`src/rtl/jtgng_ps2_pkg.sv`:
```
// rtl/jtgng_ps2_pkg.sv - shared constants and types for the PS/2 keyboard event path
package jtgng_ps2_pkg;

    localparam logic [7:0] SC_00 = 8'h00;
    localparam logic [7:0] SC_AA = 8'hAA;
    localparam logic [7:0] SC_E0 = 8'hE0;
    localparam logic [7:0] SC_E1 = 8'hE1;
    localparam logic [7:0] SC_EE = 8'hEE;
    localparam logic [7:0] SC_F0 = 8'hF0;
    localparam logic [7:0] SC_FA = 8'hFA;
    localparam logic [7:0] SC_FE = 8'hFE;
    localparam logic [7:0] SC_FF = 8'hFF;

    localparam int FRAME_LEN = 11;

    localparam int KEY_TOGGLE  = 10;
    localparam int KEY_PRESSED = 9;
    localparam int KEY_EXT     = 8;

    typedef enum logic [1:0] {
        RX_IDLE  = 2'd0,
        RX_SHIFT = 2'd1,
        RX_STOP  = 2'd2
    } rx_state_t;

    // Device housekeeping bytes (BAT, ack, echo, resend, overrun) carry no key
    function automatic logic is_status_byte(input logic [7:0] b);
        return (b == SC_00) || (b == SC_AA) || (b == SC_EE) ||
               (b == SC_FA) || (b == SC_FE) || (b == SC_FF);
    endfunction

endpackage

```
`src/rtl/jtgng_ps2_rx.sv`:
```
// rtl/jtgng_ps2_rx.sv - PS/2 line synchronizer and 11-bit frame deserializer
module jtgng_ps2_rx
    import jtgng_ps2_pkg::*;
#(
    parameter int CLK_SPEED  = 48,
    parameter int TIMEOUT_US = 200
) (
    input  logic       clk,
    input  logic       rst,
    input  logic       ps2_clk,
    input  logic       ps2_data,
    output logic       byte_valid,
    output logic [7:0] byte_data,
    output logic       frame_err
);

    localparam int TMO_CYCLES = CLK_SPEED * TIMEOUT_US;
    localparam int TW         = $clog2(TMO_CYCLES + 1);

    logic [1:0]    clk_sync;
    logic [1:0]    data_sync;
    logic          clk_prev;
    logic          fall;
    logic          bit_in;
    logic          tmo;

    rx_state_t     state, state_n;
    logic [3:0]    cnt, cnt_n;
    logic [8:0]    shift, shift_n;
    logic [TW-1:0] timer, timer_n;
    logic          valid_n;
    logic          err_n;

    assign fall   = clk_prev & ~clk_sync[1];
    assign bit_in = data_sync[1];
    assign tmo    = (timer == TW'(TMO_CYCLES));

    always_ff @(posedge clk) begin
        if (rst) begin
            clk_sync   <= 2'b11;
            data_sync  <= 2'b11;
            clk_prev   <= 1'b1;
            state      <= RX_IDLE;
            cnt        <= '0;
            shift      <= '0;
            timer      <= '0;
            byte_valid <= 1'b0;
            byte_data  <= '0;
            frame_err  <= 1'b0;
        end else begin
            clk_sync   <= {clk_sync[0], ps2_clk};
            data_sync  <= {data_sync[0], ps2_data};
            clk_prev   <= clk_sync[1];
            state      <= state_n;
            cnt        <= cnt_n;
            shift      <= shift_n;
            timer      <= timer_n;
            byte_valid <= valid_n;
            frame_err  <= err_n;
            if (valid_n) byte_data <= shift[7:0];
        end
    end

    always_comb begin
        state_n = state;
        cnt_n   = cnt;
        shift_n = shift;
        valid_n = 1'b0;
        err_n   = 1'b0;
        // Timer only runs inside a frame; any edge restarts the gap measurement
        if (fall || state == RX_IDLE) timer_n = '0;
        else                          timer_n = timer + 1'b1;

        case (state)
            RX_IDLE: begin
                if (fall) begin
                    if (!bit_in) begin
                        state_n = RX_SHIFT;
                        cnt_n   = 4'd1;
                    end else begin
                        err_n = 1'b1;
                    end
                end
            end
            RX_SHIFT: begin
                if (fall) begin
                    shift_n = {bit_in, shift[8:1]};
                    cnt_n   = cnt + 4'd1;
                    if (cnt == 4'(FRAME_LEN - 2)) state_n = RX_STOP;
                end else if (tmo) begin
                    err_n   = 1'b1;
                    state_n = RX_IDLE;
                end
            end
            RX_STOP: begin
                if (fall) begin
                    // shift holds 8 data bits plus parity: odd overall weight is good
                    if (bit_in && (^shift)) valid_n = 1'b1;
                    else                    err_n   = 1'b1;
                    state_n = RX_IDLE;
                    cnt_n   = '0;
                end else if (tmo) begin
                    err_n   = 1'b1;
                    state_n = RX_IDLE;
                end
            end
            default: state_n = RX_IDLE;
        endcase

        if (state_n == RX_IDLE) cnt_n = '0;
    end

endmodule

```
`src/rtl/jtgng_ps2_event.sv`:
```
// rtl/jtgng_ps2_event.sv - scan-code set 2 prefix decoder producing the toggle-flagged ps2_key word
module jtgng_ps2_event
    import jtgng_ps2_pkg::*;
#(
    parameter int CLK_SPEED  = 48,
    parameter int TIMEOUT_US = 200
) (
    input  logic        clk,
    input  logic        rst,
    input  logic        ps2_clk,
    input  logic        ps2_data,
    output logic [10:0] ps2_key,
    output logic        frame_err
);

    logic       byte_valid;
    logic [7:0] byte_data;
    logic       ext;
    logic       brk;
    logic [2:0] skip;

    jtgng_ps2_rx #(
        .CLK_SPEED  (CLK_SPEED),
        .TIMEOUT_US (TIMEOUT_US)
    ) u_rx (
        .clk        (clk),
        .rst        (rst),
        .ps2_clk    (ps2_clk),
        .ps2_data   (ps2_data),
        .byte_valid (byte_valid),
        .byte_data  (byte_data),
        .frame_err  (frame_err)
    );

    always_ff @(posedge clk) begin
        if (rst) begin
            ps2_key <= '0;
            ext     <= 1'b0;
            brk     <= 1'b0;
            skip    <= '0;
        end else if (frame_err) begin
            ext  <= 1'b0;
            brk  <= 1'b0;
            skip <= '0;
        end else if (byte_valid) begin
            if (skip != 3'd0) begin
                // Pause key sends an 8-byte E1 sequence with no break form
                skip <= skip - 3'd1;
            end else if (byte_data == SC_E1) begin
                skip <= 3'd7;
                ext  <= 1'b0;
                brk  <= 1'b0;
            end else if (byte_data == SC_E0) begin
                ext <= 1'b1;
            end else if (byte_data == SC_F0) begin
                brk <= 1'b1;
            end else if (!ext && !brk && is_status_byte(byte_data)) begin
                ext <= ext;
            end else begin
                ps2_key[KEY_TOGGLE]  <= ~ps2_key[KEY_TOGGLE];
                ps2_key[KEY_PRESSED] <= ~brk;
                ps2_key[KEY_EXT]     <= ext;
                ps2_key[7:0]         <= byte_data;
                ext <= 1'b0;
                brk <= 1'b0;
            end
        end
    end

endmodule

```
`config.mk`:
```
export PLATFORM = sky130hd
export DESIGN_NAME = jtgng_ps2_event
export DESIGN_NICKNAME = d
export VERILOG_FILES = /design/src/rtl/jtgng_ps2_pkg.sv /design/src/rtl/jtgng_ps2_rx.sv /design/src/rtl/jtgng_ps2_event.sv
export SDC_FILE = /design/constraint.sdc
export NUM_CORES = 1
export LEC_CHECK = 0
export CAP_MARGIN = 20
export CORE_MARGIN = 10
export CORE_UTILIZATION = 63
export CTS_CLUSTER_DIAMETER = 100
export DETAILED_ROUTE_END_ITERATION = 12
export PLACE_DENSITY = 0.83
export SYNTH_ARGS = -nofsm -noshare
export SYNTH_HDL_FRONTEND = slang
export SYNTH_HIERARCHICAL = 1
export SYNTH_SLANG_ARGS = --single-unit
export TNS_END_PERCENT = 5
```
`constraint.sdc`:
```
create_clock -name clk -period 3.1 [get_ports clk]
set_input_delay 0.62 -clock clk [delete_from_list [all_inputs] [get_ports clk]]
set_output_delay 0.62 -clock clk [all_outputs]
set_load 0.01 [all_outputs]
```
==> impl_metrics.env <==
export IMPL_outcome="complete, no violations"
export IMPL_max_slew_margin_pct=66.2
export IMPL_syn_area_per_cell_um2=9.48
export IMPL_grt_pass1_vias=2065
export IMPL_p_sw_uw=335
export IMPL_pwr_share_comb_pct=2.0
export IMPL_synth_seq_cells=60
export IMPL_drive_gt1_share_pct=12.4
export IMPL_ant_nets=0
export IMPL_die_y_um=87.6
export IMPL_arrival_ns=2.59
export IMPL_p_sw_share_pct=21.0
export IMPL_synth_area_leader_cell="dfxtp_1"
export IMPL_criticalPathCategory="reg2reg"
export IMPL_worstPathRequired_ns=3.36
export IMPL_grt_max_degree=33
export IMPL_drv_slew=0
export IMPL_die_area_um2=7680
export IMPL_post_cts_setup_buffers=0
export IMPL_diodes=0
export IMPL_instances_no_fill=383
export IMPL_clk_latency_ns=0.33
export IMPL_cts_tree="done"
export IMPL_synth_area_leaders="dfxtp_1 42%, mux2i_1 9.0%, nor2_1 5.3%"
export IMPL_grt_setup_unrepaired="false"
export IMPL_final_util_pct=75.5
export IMPL_totalWireLength_um=5680
export IMPL_clockBufferDepth=2
export IMPL_pwr_share_seq_pct=48.6
export IMPL_synth_flop_cell="dfxtp_1"
export IMPL_cap_viol_max_count=0
export IMPL_dp_hpwl_um=3770
export IMPL_grt_ovfl_total=0
export IMPL_peakVddDrop_mv=0.328
export IMPL_rows=24
export IMPL_p_leak_uw=0.00126
export IMPL_portBuffers=15
export IMPL_routabilityCongestion=0.803
export IMPL_dp_cells=367
export IMPL_syn2layout_area_growth_pct=14.8
export IMPL_finalClockSkew_ns=0.00296
export IMPL_start_util_pct=65.8
export IMPL_cts_made_buffers=9
export IMPL_hp_class="reg2reg"
export IMPL_clockPowerShare_pct=49.4
export IMPL_firstDrtPassIters=4
export IMPL_synthCells=304
export IMPL_synth_area_um2=2880
export IMPL_fill_cells=316
export IMPL_power_total_uw=1600
export IMPL_wl_per_cell_um=14.8
export IMPL_vias=2192
export IMPL_chipWidth_um=87.6
export IMPL_h_tree_depth=3
export IMPL_yosysSeqAreaShare_pct=41.7
export IMPL_ios=16
export IMPL_coreArea_um2=4380
export IMPL_endpoint_kind="flip-flop"
export IMPL_yosysWarnings=6
export IMPL_yosys_cell_types_count=59
export IMPL_antenna_found_initial=0
export IMPL_yosysTopAreaCellShare_pct=41.7
export IMPL_grt_first_pass_wirelength_um=9850
export IMPL_routed_via_density=5.72
export IMPL_netlist_top_cells_count="60 x dfxtp_1, 41 x nor2_1, 26 x mux2i_1"
export IMPL_grt_use_total_pct=15.9
export IMPL_initialDrtViolationCount=139
export IMPL_period_needed_ns=2.33
export IMPL_min_period_over_period_pct=75.2
export IMPL_setup_tns_final_ns=0
export IMPL_synth_nets=318
export IMPL_power_density_nw_per_um2=483
export IMPL_route_detailed_drc=0
export IMPL_yosysMostFrequentCell="dfxtp_1"
export IMPL_intPower_uw=1260
export IMPL_layout_nets=340
export IMPL_clk_pin_slew_ns=0.07
export IMPL_cts_root_buf="clkbuf_8"
export IMPL_synth_edff_count=0
export IMPL_worstPathMaxFanout=8
export IMPL_cts_sinks=60
export IMPL_tightest_slew_ns=0.496
export IMPL_cts_resized=0
export IMPL_hold_violations=0
export IMPL_finalSetupViolCount=0
export IMPL_fmax_mhz=429
export IMPL_hold_slack_ns=0.430
export IMPL_cts_hold_buf=0
export IMPL_startpoint_type="flip-flop"
export IMPL_ys_async_sr_fraction_pct=0
==> critical path: stages, from the launching register on <==
cell and delay [ns]:
dfxtp_1 0.42, inv_1 0.10, ha_1 0.27, or2_2 0.32, a221o_1 0.46, or4_4 0.54, a22oi_2 0.14
==> final cells by class <==
type                            count  area (µm²)  area share [%]
Sequential cell                    60        1200            36.3
Inverter                           11        41.3            1.25
Multi-Input combinational cell    226        1610            48.5
Clock buffer                       10         138            4.16
Tap cell                           52        65.1            1.97
Clock inverter                      6        86.3            2.61
Timing Repair Buffer               18         173            5.22
==> power by group through the flow <==
stage / clock network, µW / logic, µW / registers (µW)
floorplan: 0 / 19.6 / 794
global placement: 0 / 31.4 / 794
detailed placement: 0 / 31.8 / 794
CTS: 797 / 32.1 / 777
global route: 840 / 35.2 / 777
finish: 789 / 32.4 / 777
==> cells in the final DEF (no fill, tap or decap), types with 3 or more instances in the layout <==
| cell | count |
|---|---|
| a21oi_1 | 13 |
| buf_4 | 3 |
| clkbuf_8 | 10 |
| clkdlybuf4s50_1 | 15 |
| dfxtp_1 | 60 |
| ha_1 | 10 |
| inv_1 | 11 |
| mux2i_1 | 26 |
| nand2_1 | 17 |
| nand2b_1 | 16 |
| nand3_1 | 8 |
| nand4_1 | 5 |
| nor2_1 | 41 |
| nor2b_1 | 6 |
| nor3_1 | 3 |
| o21ai_0 | 6 |
| or2_2 | 7 |
| or2b_1 | 3 |
| or3_1 | 5 |
| xnor2_1 | 6 |
| xor2_1 | 6 |
==> routing by layer <==
layer	share of wire [%]	GRT usage (%)	wire length, µm
met2	46	23.6	2590
met5	0	0	0
met4	1.5	6.96	87
met1	49	20.9	2790
met3	3.8	4.64	215
==> through the flow <==
| step | instance area [µm²] | setup slack [ns] |
|---|---|---|
| 2_1_floorplan | 2880 | 0.966 |
| 3_3_place_gp | 3090 | 0.902 |
| 3_5_place_dp | 3090 | 0.811 |
| 4_1_cts | 3310 | 0.813 |
| 5_1_grt | 3310 | 0.709 |
| 6_report | 3310 | 0.770 |
==> flip-flops by register name, indices dropped and copies added (netlist names) <==
signal,flops
u_rx/timer,14
u_rx/cnt,4
u_rx/clk_sync,2
u_rx/shift,9
u_rx/state,2
brk,1
ps2_key,11
skip,3
u_rx/frame_err,1
ext,1
u_rx/clk_prev,1
u_rx/byte_data,8
u_rx/byte_valid,1
u_rx/data_sync,2
==> logic make-up (layout without fill, tap and decap cells) <==
logic type	count (synthesis)	after routing	synth area share, %
and+or+nand+nor	132	132	25.6
DFF	60	60	41.7
AOI/OAI and AO/OA	41	41	9.85
muxes	29	29	10.7
buffers and inverters	18	45	2.60
xor gates and xnor gates	14	14	5.25
adders and majority gates	10	10	4.34
==> worst paths after layout <==
check | start | end | slack, ns | depth (start not counted)
max | u_rx/state[0]$_SDFF_PP0_ | u_rx/cnt[3]$_SDFFE_PP0P_ | 0.77 | 6
min | u_rx/clk_sync[0]$_SDFF_PP1_ | u_rx/clk_sync[1]$_SDFF_PP1_ | 0.43 | 1
max reg2reg | u_rx/state[0]$_SDFF_PP0_ | u_rx/cnt[3]$_SDFFE_PP0P_ | 0.77 | 6
min reg2reg | u_rx/clk_sync[0]$_SDFF_PP1_ | u_rx/clk_sync[1]$_SDFF_PP1_ | 0.43 | 1
Power figures use the tool's default switching activity.
